<file path="src/rtl/branch_pkg.sv">
// Shared branch-operation encoding and 2-bit predictor counter states.
package branch_pkg;

  typedef enum logic [2:0] {
    BR_NONE = 3'd0,
    BR_BEQ  = 3'd1,
    BR_BNE  = 3'd2,
    BR_BLT  = 3'd3,
    BR_BGE  = 3'd4,
    BR_BLTU = 3'd5,
    BR_BGEU = 3'd6
  } branch_op_e;

  typedef enum logic [1:0] {
    SNT = 2'b00,
    WNT = 2'b01,
    WT  = 2'b10,
    ST  = 2'b11
  } ctr_e;

  // NONE and the unused 3'b111 encoding are not conditional branches.
  function automatic logic is_cond_branch(input logic [2:0] op);
    return (op != BR_NONE) && (op != 3'b111);
  endfunction

endpackage

</file>
<file path="src/rtl/branch_cond.sv">
// Branch condition evaluation from ALU flags; purely combinational, no flow control.
module branch_cond
  import branch_pkg::*;
(
  input  logic [2:0] branch_i,
  input  logic       zero_i,
  input  logic       lt_i,
  input  logic       ltu_i,
  output logic       cond_o
);

  always_comb begin
    cond_o = 1'b0;
    case (branch_i)
      BR_BEQ:  cond_o = zero_i;
      BR_BNE:  cond_o = ~zero_i;
      BR_BLT:  cond_o = lt_i;
      BR_BGE:  cond_o = ~lt_i;
      BR_BLTU: cond_o = ltu_i;
      BR_BGEU: cond_o = ~ltu_i;
      default: cond_o = 1'b0;
    endcase
  end

endmodule

</file>
<file path="src/rtl/branch_predict_unit.sv">
// Bimodal branch predictor: combinational lookup/resolve, table and stats update one edge later.
// No flow control; ex updates are accepted every cycle they are presented.
module branch_predict_unit
  import branch_pkg::*;
#(
  parameter int PC_WIDTH    = 32,
  parameter int BHT_ENTRIES = 64,
  parameter int STAT_WIDTH  = 32
) (
  input  logic                  clk,
  input  logic                  rst_n,
  input  logic [PC_WIDTH-1:0]   fetch_pc,
  output logic                  pred_taken,
  input  logic                  ex_valid,
  input  logic [PC_WIDTH-1:0]   ex_pc,
  input  logic [2:0]            ex_branch,
  input  logic [1:0]            ex_jump,
  input  logic                  ex_zero,
  input  logic                  ex_lt,
  input  logic                  ex_ltu,
  input  logic                  ex_pred_taken,
  output logic                  pc_src,
  output logic                  mispredict,
  output logic [STAT_WIDTH-1:0] stat_branches,
  output logic [STAT_WIDTH-1:0] stat_mispredicts
);

  localparam int IDX_W = $clog2(BHT_ENTRIES);

  logic [IDX_W-1:0]      fetch_idx;
  logic [IDX_W-1:0]      ex_idx;
  logic [1:0]            bht_q [BHT_ENTRIES];
  logic [1:0]            ctr_d;
  logic [STAT_WIDTH-1:0] brs_q, brs_d;
  logic [STAT_WIDTH-1:0] mps_q, mps_d;
  logic                  cond;
  logic                  upd_en;

  assign fetch_idx = fetch_pc[IDX_W+1:2];
  assign ex_idx    = ex_pc[IDX_W+1:2];

  logic unused_pc;
  assign unused_pc = ^{fetch_pc[PC_WIDTH-1:IDX_W+2], fetch_pc[1:0],
                       ex_pc[PC_WIDTH-1:IDX_W+2], ex_pc[1:0]};

  branch_cond u_cond (
    .branch_i (ex_branch),
    .zero_i   (ex_zero),
    .lt_i     (ex_lt),
    .ltu_i    (ex_ltu),
    .cond_o   (cond)
  );

  // Read path is the registered table only: same-cycle updates are not bypassed.
  assign pred_taken = bht_q[fetch_idx][1];

  assign pc_src     = ex_valid & (cond | (ex_jump != 2'b00));
  assign mispredict = ex_valid & (pc_src != ex_pred_taken);
  assign upd_en     = ex_valid & (ex_jump == 2'b00) & is_cond_branch(ex_branch);

  always_comb begin
    ctr_d = bht_q[ex_idx];
    if (pc_src) begin
      if (ctr_d != ST) ctr_d = ctr_d + 2'd1;
    end else begin
      if (ctr_d != SNT) ctr_d = ctr_d - 2'd1;
    end
  end

  always_comb begin
    brs_d = brs_q;
    mps_d = mps_q;
    if (brs_q != '1) brs_d = brs_q + 1'b1;
    if (mispredict && (mps_q != '1)) mps_d = mps_q + 1'b1;
  end

  always_ff @(posedge clk or negedge rst_n) begin
    if (!rst_n) begin
      for (int i = 0; i < BHT_ENTRIES; i++) bht_q[i] <= WNT;
      brs_q <= '0;
      mps_q <= '0;
    end else if (upd_en) begin
      bht_q[ex_idx] <= ctr_d;
      brs_q         <= brs_d;
      mps_q         <= mps_d;
    end
  end

  assign stat_branches    = brs_q;
  assign stat_mispredicts = mps_q;

endmodule
</file>
<file path="config.mk">
export PLATFORM = sky130hd
export DESIGN_NAME = branch_predict_unit
export DESIGN_NICKNAME = d
export VERILOG_FILES = /design/src/rtl/branch_pkg.sv /design/src/rtl/branch_cond.sv /design/src/rtl/branch_predict_unit.sv
export SDC_FILE = /design/constraint.sdc
export NUM_CORES = 1
export LEC_CHECK = 0
export BUFFER_PORTS_ARGS = -buffer_cell sky130_fd_sc_hd__buf_4
export CAP_MARGIN = 40
export CORE_MARGIN = 3
export CORE_UTILIZATION = 53
export CTS_CLUSTER_SIZE = 28
export DETAILED_ROUTE_END_ITERATION = 8
export GPL_ROUTABILITY_DRIVEN = 0
export HOLD_SLACK_MARGIN = 0.05
export PLACE_DENSITY = 0.71
export SYNTH_ARGS = -nofsm -noshare
export SYNTH_HDL_FRONTEND = slang
export SYNTH_SLANG_ARGS = --single-unit
export TNS_END_PERCENT = 50
</file>
<file path="constraint.sdc">
create_clock -name clk -period 3.2 [get_ports clk]
set_input_delay 0.32 -clock clk [delete_from_list [all_inputs] [get_ports clk]]
set_output_delay 0.32 -clock clk [all_outputs]
set_load 0.005 [all_outputs]
</file>
==> out/metrics.cfg <==
[placement]
detailed_place_hpwl_um = 18280
placed_area_um2 = 11460
dp.cells = 1390
port_buffers = 90

[layout]
fin_cells = 1423
drive_gt1_share_pct = 24.51
area_growth_pct = 16.49
num_antenna_cells = 0
final_cell_mix = 171 x nand2_1, 162 x nor2_1, 128 x dfrtp_1
fill_cells = 1551
mostFrequentLayoutCell = nand2_1
final_area_um2 = 12030
nets = 1228

[logic_synthesis]
syn_area_per_cell_um2 = 9.688
synthFlopType = dfrtp_1
synthArstFlopShare_pct = 100.0
synth_cell_type_count = 63
ys_seq_area_share_pct = 47.30
synth_edf_count = 0
syn_nets = 1144
yosys_warnings = 0
synthCells = 1066
syn-cell-area_um2 = 10330
synth-seq-cells = 192

[worst_setup_path]
worstSetupPathType = in2reg
worst-endpoint-required_ns = 3.53
endpoint_kind = register
arrival_ns = 3.25
critPathMaxFanout = 33
crit_path_start_kind = input port

[floorplan]
die_x_um = 145.6
start_util_pct = 54.66
die_h_um = 145.6
die_area_um2 = 21200
rows = 50
core_um2 = 18890
io_pins = 143

[global_routing]
track_usage_pct = 26.06
antenna_found_initial = 0
grt_pass1_vias = 8185
overflow = 0
grt_max_degree = 102
grt_pass1_wl_um = 44850

[pwr]
swShare_pct = 27.90
seqPwrFrac_pct = 48.7
combPwrFrac_pct = 13.8
power_w = 0.005573
power_switching_w = 0.001555
pwr_density_cell_nw_per_um2 = 463.3
vdd_ir_drop_max_mv = 0.3479
power.internal_w = 0.004018
pwr-share-clk_pct = 37.5
leakagePower_nw = 4.993

[timing]
min_period_ns = 2.912
worst_pin_slew_ns = 0.8437
relSlewSlack_pct = 43.75
fmax_mhz = 343.4
skew_ns = 0.01161
rsz0062_at_grt = false
tns_ns = 0
whs_ns = 0.3866
hold_viol_final = 0
setup_viol = 0
slew_violations = 0
fin_crit_sh_pct = 91.00

[cts]
cts-buffers-inserted = 17
clock-sinks = 192
clockRootBuffer = clkbuf_16
cts_tree = yes
cts_setup_buffers = 0
clk_latency_ns = 0.44
htreeDepth = 4
path_clk_slew_ns = 0.08
clock_tree.buffer_depth = 2

[route]
drtAntennaViolNets = 0
initialDrtViolationCount = 900
viasPerCell = 6.056
remaining_drc_errors = 0
routedWlPerCell_um = 19.22
wl_um = 27340
first_pass_iters = 7
vias = 8617

[min_path]
hp-class = in2reg

[job]
max-cap-violations = 0

[run_status]
status = finished clean

worst max-delay path: stages:
cell      delay [ns]
buf_4           0.40
nor2b_1         0.29
a221oi_1        0.38
o22ai_1         0.11
a22o_1          0.21
nor3_1          0.66
a31oi_4         0.32
buf_12          0.25
o31ai_1         0.30
repair_timing:
item	in CTS	in global routing
hold buffers	1	0
gates resized for setup	0	0
endpoints found under the hold margin	71	0
cells in the mapped netlist (all sizes together) (15+ instances only):
library cell	n	area (µm²)
o31ai	62	479.2
nand4	16	106.4
xnor2	29	254.0
a31oi	69	437.9
a221oi	16	152.7
nor3	21	105.1
a22oi	20	150.1
dfrtp	128	3203
and3	15	93.84
dfstp	64	1682
nand2	171	641.9
buf	34	225.2
clkbuf	37	138.9
nand3	29	145.1
xor2	33	289.0
nor2	163	614.3
mux4	26	585.6
per-stage QoR:
stage | setup slack [ns] | utilization, %
6_report | 0.2879 | 63.68
5_1_grt | 0.09393 | 63.68
4_1_cts | 0.3288 | 63.68
3_5_place_dp | -0.08314 | 60.64
3_3_place_gp | 0.02141 | 60.64
2_1_floorplan | 0.1481 | -
power by group through the flow:
stage	sequential [W]	clock [W]	combinational (W)
floorplan	0.00273	0	0.000453
finish	0.00271	0.00209	0.000770
global route	0.00274	0.00223	0.000838
global placement	0.00275	0	0.000752
detailed placement	0.00276	0	0.000767
CTS	0.00271	0.00212	0.000770
cell type report:
| type | count | area (µm²) | area share [%] |
|---|---|---|---|
| clock buffers | 18 | 429.2 | 3.567 |
| inverters | 11 | 41.29 | 0.3432 |
| well taps | 260 | 325.3 | 2.704 |
| clock inverters | 14 | 133.9 | 1.113 |
| flip-flops and latches | 192 | 4885 | 40.60 |
| multi-input cells | 792 | 5061 | 42.07 |
| repair buffers | 136 | 1155 | 9.600 |
sequential cells by signal, indices dropped and copies added (netlist names):
signal            count
stat_mispredicts     32
bht_q               128
stat_branches        32
logic make-up (layout without fill, tap and decap cells):
| group | after synthesis | after routing | share of synthesized area, % |
|---|---|---|---|
| simple gates | 467 | 467 | 20.01 |
| compound gates | 210 | 210 | 15.00 |
| flops | 192 | 192 | 47.30 |
| buf+inv | 82 | 179 | 3.925 |
| xor+xnor | 62 | 62 | 5.258 |
| mux | 51 | 51 | 8.263 |
| fa+ha+maj | 2 | 2 | 0.2423 |
worst paths after layout:
check	start	end	slack (ns)	cells after the start
hold reg to reg	bht_q[30]$_DFFE_PN1P_	bht_q[30]$_DFFE_PN1P_	0.47	2
min in group asynchronous	rst_n	bht_q[61]$_DFFE_PN0P_	0.54	2
hold / removal	ex_pc[5]	bht_q[56]$_DFFE_PN1P_	0.39	4
setup / recovery	ex_pc[3]	bht_q[64]$_DFFE_PN1P_	0.29	9
setup reg to reg	bht_q[116]$_DFFE_PN1P_	bht_q[64]$_DFFE_PN1P_	0.33	8
max in group asynchronous	rst_n	bht_q[34]$_DFFE_PN1P_	1.86	3
per-layer routing:
layer / vias up / wire (µm) / track usage (%)
li1: 4022 / - / -
met1: 4239 / 12000 / 36.90
met2: 305 / 13020 / 41.18
met3: 51 / 1724 / 5.450
met4: 0 / 607 / 7.217
met5: - / 0 / 0
Note: power is estimated with default switching activity, not from simulation.
